### config.mk
export PLATFORM = sky130hd
export DESIGN_NAME = writeback_queue
export DESIGN_NICKNAME = d
export VERILOG_FILES = /design/src/rtl/writeback_queue_pkg.sv /design/src/rtl/writeback_queue.sv
export SDC_FILE = /design/constraint.sdc
export NUM_CORES = 1
export LEC_CHECK = 0
export CORE_ASPECT_RATIO = 1.1
export CORE_UTILIZATION = 51
export CTS_CLUSTER_DIAMETER = 80
export DETAILED_ROUTE_END_ITERATION = 8
export GPL_ROUTABILITY_DRIVEN = 0
export PLACE_DENSITY = 0.78
export SETUP_SLACK_MARGIN = 0.3
export SYNTH_ARGS = -nofsm -noshare
export SYNTH_HDL_FRONTEND = slang
export SYNTH_SLANG_ARGS = --single-unit
### constraint.sdc
create_clock -name clk -period 5.6 [get_ports clk]
set_clock_uncertainty 0.2 [all_clocks]
set_input_delay 0.84 -clock clk [delete_from_list [all_inputs] [get_ports clk]]
set_output_delay 0.84 -clock clk [all_outputs]
set_load 0.1 [all_outputs]
### src/rtl/writeback_queue_pkg.sv
`default_nettype none
// ============================================================================
// Module      : writeback_queue_pkg
// Description : Shared CPU backend types. Defines the write-back entry carried
//               from the functional units to the register-file write port.
//               Data width, GPR count and predicate count come from the
//               DATA_WIDTH / NUM_REG / NUM_PS macros (defaulted below).
// Revision    : 1.0 - initial release
// ============================================================================
`ifndef DATA_WIDTH
`define DATA_WIDTH 32
`endif
`ifndef NUM_REG
`define NUM_REG 32
`endif
`ifndef NUM_PS
`define NUM_PS 8
`endif

package writeback_queue_pkg;

    localparam int c_DATA_W = `DATA_WIDTH;
    localparam int c_RW_AW  = $clog2(`NUM_REG);
    localparam int c_PS_AW  = $clog2(`NUM_PS);

    typedef struct packed {
        logic                use_rw;
        logic [c_RW_AW-1:0]  rw_addr;
        logic [c_DATA_W-1:0] rw_data;
        logic                ps_write;
        logic [c_PS_AW-1:0]  ps_addr;
        logic                ps_data;
    } wb_entry_t;

    // A result that writes neither a GPR nor a predicate carries no work.
    function automatic logic wb_has_work(input logic use_rw, input logic ps_write);
        return use_rw | ps_write;
    endfunction

endpackage : writeback_queue_pkg

`default_nettype wire

### src/rtl/writeback_queue.sv
`default_nettype none
// ============================================================================
// Module      : writeback_queue
// Description : Circular write-back buffer between two execution units and
//               the single register-file write port. Up to two enqueues and
//               one dequeue per cycle; fu0 is ordered ahead of fu1.
// Ports       : clk, rst (async, active-high), flush (sync clear)
//               fuN_valid/fuN_ready + result fields  (N = 0, 1) producers
//               write_valid + head fields                register-file port
//               count                                    current occupancy
// Revision    : 1.0 - initial release
// ============================================================================
module writeback_queue
    import writeback_queue_pkg::*;
#(
    parameter int DEPTH = 4
) (
    input  logic                       clk,
    input  logic                       rst,
    input  logic                       flush,

    input  logic                       fu0_valid,
    output logic                       fu0_ready,
    input  logic                       fu0_use_rw,
    input  logic [c_RW_AW-1:0]         fu0_rw_addr,
    input  logic [c_DATA_W-1:0]        fu0_rw_data,
    input  logic                       fu0_ps_write,
    input  logic [c_PS_AW-1:0]         fu0_ps_addr,
    input  logic                       fu0_ps_data,

    input  logic                       fu1_valid,
    output logic                       fu1_ready,
    input  logic                       fu1_use_rw,
    input  logic [c_RW_AW-1:0]         fu1_rw_addr,
    input  logic [c_DATA_W-1:0]        fu1_rw_data,
    input  logic                       fu1_ps_write,
    input  logic [c_PS_AW-1:0]         fu1_ps_addr,
    input  logic                       fu1_ps_data,

    output logic                       write_valid,
    output logic                       use_rw,
    output logic [c_RW_AW-1:0]         rw_addr,
    output logic [c_DATA_W-1:0]        rw_data,
    output logic                       ps_write,
    output logic [c_PS_AW-1:0]         ps_addr,
    output logic                       ps_data,
    output logic [$clog2(DEPTH):0]     count
);

    localparam int c_PW = $clog2(DEPTH);
    localparam int c_CW = c_PW + 1;

    wb_entry_t         r_mem [DEPTH];
    logic [c_PW-1:0]   r_head;
    logic [c_PW-1:0]   r_tail;
    logic [c_CW-1:0]   r_count;

    logic [c_CW-1:0]   w_free;
    logic              w_nonempty;
    logic              w_st0;
    logic              w_st1;
    logic [c_PW-1:0]   w_tail1;
    wb_entry_t         w_e0;
    wb_entry_t         w_e1;
    wb_entry_t         w_head;

    assign w_e0 = '{fu0_use_rw, fu0_rw_addr, fu0_rw_data, fu0_ps_write, fu0_ps_addr, fu0_ps_data};
    assign w_e1 = '{fu1_use_rw, fu1_rw_addr, fu1_rw_data, fu1_ps_write, fu1_ps_addr, fu1_ps_data};

    // Free space from registered occupancy only; the same-cycle dequeue is not
    // credited, which keeps ready off the drain path. rst gating keeps both
    // readies low while the queue is held in reset.
    assign w_free     = c_CW'(DEPTH) - r_count;
    assign w_nonempty = (r_count != '0);

    assign fu0_ready = (w_free >= c_CW'(1)) & ~flush & ~rst;
    assign fu1_ready = ((w_free >= c_CW'(2)) | ((w_free >= c_CW'(1)) & ~fu0_valid))
                       & ~flush & ~rst;

    // Null results handshake normally but never occupy a slot.
    assign w_st0 = fu0_valid & fu0_ready & wb_has_work(fu0_use_rw, fu0_ps_write);
    assign w_st1 = fu1_valid & fu1_ready & wb_has_work(fu1_use_rw, fu1_ps_write);

    // fu1 lands behind fu0 only when fu0 actually stored this cycle.
    assign w_tail1 = r_tail + c_PW'(w_st0);

    always_ff @(posedge clk or posedge rst) begin
        if (rst) begin
            r_head  <= '0;
            r_tail  <= '0;
            r_count <= '0;
            for (int i = 0; i < DEPTH; i++) begin
                r_mem[i] <= '0;
            end
        end else if (flush) begin
            r_head  <= '0;
            r_tail  <= '0;
            r_count <= '0;
        end else begin
            if (w_st0) begin
                r_mem[r_tail] <= w_e0;
            end
            if (w_st1) begin
                r_mem[w_tail1] <= w_e1;
            end
            r_tail  <= r_tail + c_PW'(w_st0) + c_PW'(w_st1);
            r_head  <= r_head + c_PW'(w_nonempty);
            r_count <= r_count + c_CW'(w_st0) + c_CW'(w_st1) - c_CW'(w_nonempty);
        end
    end

    // Head fields are forced to zero when empty so stale slots never leak out.
    assign w_head      = w_nonempty ? r_mem[r_head] : '0;
    assign write_valid = w_nonempty;
    assign {use_rw, rw_addr, rw_data, ps_write, ps_addr, ps_data} = w_head;
    assign count       = r_count;

endmodule : writeback_queue

`default_nettype wire

# Yosys cells after proc, flatten, opt, wreduce, memory -nomap -nowiden
# Index checks and enable logic that the tools add are counted.
dict set report classes {
  addsub 7
  magnitude_cmp 7
  mux 16
  n_bitwise 18
  n_reduce_logical 3
}
# op count
set op_table {}
lappend op_table {{$mux W172} 3}
lappend op_table {{$bwmux W172} 2}
lappend op_table {{$mux W43} 5}
lappend op_table {{$demux W43 S2} 2}
lappend op_table {{$bmux W43 S2} 1}
lappend op_table {{$and A1 B1 Y1} 9}
lappend op_table {{$ge A3 B3 Y1 const B} 3}
lappend op_table {{$not A2 Y3} 3}
lappend op_table {{$add A2 B1 Y2} 3}
lappend op_table {{$add A3 B1 Y3} 2}
lappend op_table {{$lt A3 B1 Y1 const B} 2}
lappend op_table {{$mux W2} 2}
lappend op_table {{$ge A3 B1 Y1 const B} 1}
lappend op_table {{$ge A3 B2 Y1 const B} 1}
lappend op_table {{$mux W3} 1}
lappend op_table {{$not A1 Y1} 3}
lappend op_table {{$or A1 B1 Y1} 3}
lappend op_table {{$reduce_bool A3 Y1} 1}
lappend op_table {{$sub A3 B1 Y3} 1}
lappend op_table {{$sub A3 B3 Y3 const A} 1}
lappend op_table {{$logic_and A1 B1 Y1} 2}
dict set report totals {
  reg_bits 179
}

# Depth between registers and ports, before layout
dict set report depth {
  word_depth 14
  depth_mapped 13
  ltp_nobuf 13
}

# Worst setup path after synthesis
# No wires, ideal clock.
dict set report synth_timing {
  path_kind {reg2out}
  from {register r_count[0] (netlist: count[0])}
  to {output port rw_addr[0]}
  t_arrival_ps 3570
  setup_slack_ps 990
  path_stages_with_launch 7
  path_cell_list {dfrtp_1 -> inv_1 -> ha_1 -> ha_1 -> inv_1 -> clkbuf_1 -> and2_1}
}
dict set report synth_via {
  elab_chain_cells 2
}
# item line
set synth_lines {}
lappend synth_lines {{start, declared} writeback_queue.sv:56} ;# logic [c_CW-1:0] r_count;
lappend synth_lines {{start signal, assigned} writeback_queue.sv:108} ;# r_count <= r_count + c_CW'(w_st0) + c_CW'(w_st1) - c_CW'(w_nonempty);
lappend synth_lines {{$reduce_bool A3 Y1} writeback_queue.sv:74} ;# assign w_nonempty = (r_count != '0);
lappend synth_lines {{net write_valid} writeback_queue.sv:40} ;# output logic write_valid,
lappend synth_lines {{$mux W43} writeback_queue.sv:113} ;# assign w_head = w_nonempty ? r_mem[r_head] : '0;
lappend synth_lines {{end, declared} writeback_queue.sv:42} ;# output logic [c_RW_AW-1:0] rw_addr,
# The timed path passes the listed nets, and every way through them passes these cells.

# Worst setup path in the final report
dict set report layout_timing {
  from {register r_count[0] (netlist: count[0])}
  to {output port fu0_ready}
}
dict set report layout_via {
  elab_chain_cells 4
}
# item line
set layout_lines {}
lappend layout_lines {{$sub A3 B3 Y3} writeback_queue.sv:73} ;# assign w_free = c_CW'(DEPTH) - r_count;
lappend layout_lines {{$ge A3 B1 Y1} writeback_queue.sv:76} ;# assign fu0_ready = (w_free >= c_CW'(1)) & ~flush & ~rst;
lappend layout_lines {{$and A1 B1 Y1 (2 in a row)} writeback_queue.sv:76}
lappend layout_lines {{end, declared} writeback_queue.sv:23} ;# output logic fu0_ready,
# Every way passes these cells.

==> metrics.txt <==
outcome complete, but fails checks; failing checks design-rule violations; Hold Path Stages 2; P_leak approximately 6 nW; CP arrival approximately 3600 ps; dpl cells between 1000 and 1500; Root Driver clkbuf_16; main combinational cell family by area after synthesis multiplexers; Worst setup EP type output pin; post-synth net total slightly below 900; Seq cells post-synth roughly 180; Synth Area in Adders 0.01258; Area Growth Syn to Fin 21.24%; largest net degree at the start of global routing around 110; pwr dens roughly 620 nW/um^2; RSZ-0062 raised after global routing no; Synth top area share 0.4250; row cnt 54; total track usage 0.2444; clock input transition at the sequential cells of the worst setup and hold paths roughly 60 ps; post-synthesis instance total about 760; Die H approximately 150 um; htree depth 4; most frequent cells in the layout 215 x mux2_2, 177 x dfrtp_1, 138 x clkdlybuf4s50_1, 84 x mux2i_1, 49 x nor2_1; clock latency on the worst-skew pair 420 ps; Post-DP HPWL 15180 um; met3 Resource Use GR 0.03803; Achievable Freq 215.5 MHz; initial antenna violation count 1; starting density of the core 0.5252; Final Max Slew Viols 0; Fin. Hold Viols 0; max cap viols 0; commonest non-fill, non-tap cell in the layout mux2_2; Ys Warns 0; setup violators final 0; Slew @ Worst Pin ~1200 ps; mapped cell area 10540 um^2; total gr overflow 0; post-synth cell types 38; setup TNS 0 ps; pre-CTS WS 997.3 ps; Fillers about 1600; CP Data Required Time between 4000 and 5000 ps; share of layout cells above drive strength 1 0.4022; DR iter-0 viols ~400; critical path class flop to output pin; Simple-Gate Fraction of Synth Area 0.06150; CTS Buf Count 17; Die Area between 20000 and 25000 um^2; routed vias/inst around 5.8; area leader, netlist dfrtp_1; Post-synth EDFFs 0; Detailed Route WL between 20000 and 25000 um; setup slack after layout roughly 960 ps; vias in the first global route around 7100; # DRC 12; CTS Sinks around 180; CTS tree yes; Setup Buffers After CTS 0; minimum clock period approximately 4600 ps; met1 Usage GRT 0.3129; Post-CTS Hold Buffers 0; Gates resized, CTS repair 0; Port Buffers about 140; XOR/XNOR share of the synthesized area 0.004986; relative slew slack 0.2263; startpoint type of the worst setup path flop; HP Class flop to flop; Reg2Reg Depth 10; Post-DRT Antenna Nets 0; Post-synth top flop dfrtp_1; Max IR drop VDD 0.6405 mV; # IOs 140; FFs w/ async S/R, synth 1.000; Core Area ~20000 um^2; mux cell area share after synthesis 0.4616; Final Non-Filler Cells ~1200; Final nets between 900 and 1000; post-synthesis sequential area ratio 0.4250; post-synthesis compound-gate area fraction 0.005699; gr busiest metal met2; Die X ~140 um; met2 usage in global routing 0.4252; R2R setup slack roughly 1100 ps; Mean Syn Cell Area around 14 um^2; DR vias ~6600; Detailed Routing Iterations Pass 1 7; drt wl/cell around 21 um; Critical Path Fanout Max 7; top cells by area, synth dfrtp_1 43%, mux2_2 23%, mux4_2 9.2%; worst-case clock buffer depth 2; Final Cycle Share 0.8287; first-pass GRT wire length 39780 um
==> worst paths after layout <==
check                      startpoint    endpoint
max in group asynchronous         rst  r_mem[155]
setup / recovery             count[0]   fu0_ready
hold / removal             r_mem[144]  r_mem[144]
min in group asynchronous         rst  r_mem[134]
setup reg to reg             count[0]   r_mem[99]
hold reg to reg            r_mem[144]  r_mem[144]
==> through the flow <==
| stage | utilization | hold WS [ps] | area, um^2 | total power, mW |
|---|---|---|---|---|
| after floorplan | - | 322.4 | 10540 | 5.755 |
| after global placement | 0.6076 | 346.7 | 12190 | 6.725 |
| after detailed placement | 0.6076 | 359.0 | 12190 | 6.806 |
| after CTS | 0.6366 | 372.9 | 12770 | 8.005 |
| after global routing | 0.6367 | 402.8 | 12780 | 8.308 |
| final | 0.6367 | 370.2 | 12780 | 7.952 |
==> kinds of logic (layout without fill, tap and decap cells) <==
kind of cell	Yosys count	after routing
XOR/XNOR	6	6
AND/OR/NAND/NOR	114	114
other	0	1
adder cells (fa/ha/maj)	10	10
flip-flops	179	179
buffers and inverters	63	199
AO/OA/AOI/OAI	7	7
multiplexers	385	385
==> flip-flops by register name (all words and copies together) (netlist names) <==
| signal | cells |
|---|---|
| r_tail | 2 |
| r_head | 2 |
| count | 3 |
| r_mem | 172 |
==> report_power, final <==
group          internal [mW]  switching, mW  leakage (nW)
clock network          0.691          0.488         0.283
registers               1.77          0.319          2.28
logic                   1.79           2.89          3.41
total                   4.26           3.70          5.98
==> critical path, stage by stage, from the launching register on <==
cell and delay [ps]:
dfrtp_1 460, inv_1 90, ha_1 200, ha_1 280
nor4b_2 920, nor2_1 200, clkdlybuf4s50_1 1030
==> final cells by class <==
type	instances	area, um^2	area share
flip-flops and latches	179	4482	0.3508
diodes	1	2.502	0.0001958
clock inverters	9	103.9	0.008128
inverters	8	33.78	0.002644
well taps	252	315.3	0.02468
multi-input cells	522	5788	0.4530
clock buffers	23	478.0	0.03741
repair buffers	159	1574	0.1232
==> per-layer routing <==
metal | routed length, um | part of all wire
met5 | 0 | 0
met2 | 12600 | 0.51
met1 | 10720 | 0.44
met3 | 910 | 0.037
met4 | 388 | 0.016
==> cell usage after synthesis, types with 3 or more instances <==
library cell  instances
buf_2                16
mux2_2              215
clkbuf_1             24
buf_4                 4
mux2_4               40
nor2_1               49
inv_1                 8
buf_6                 4
mux2i_1              84
mux2_1                3
and2_1               43
buf_1                 7
dfrtp_1             179
mux4_2               43
nor2b_1               3
xnor2_1               4
ha_1                  9
Power figures use the tool's default switching activity.
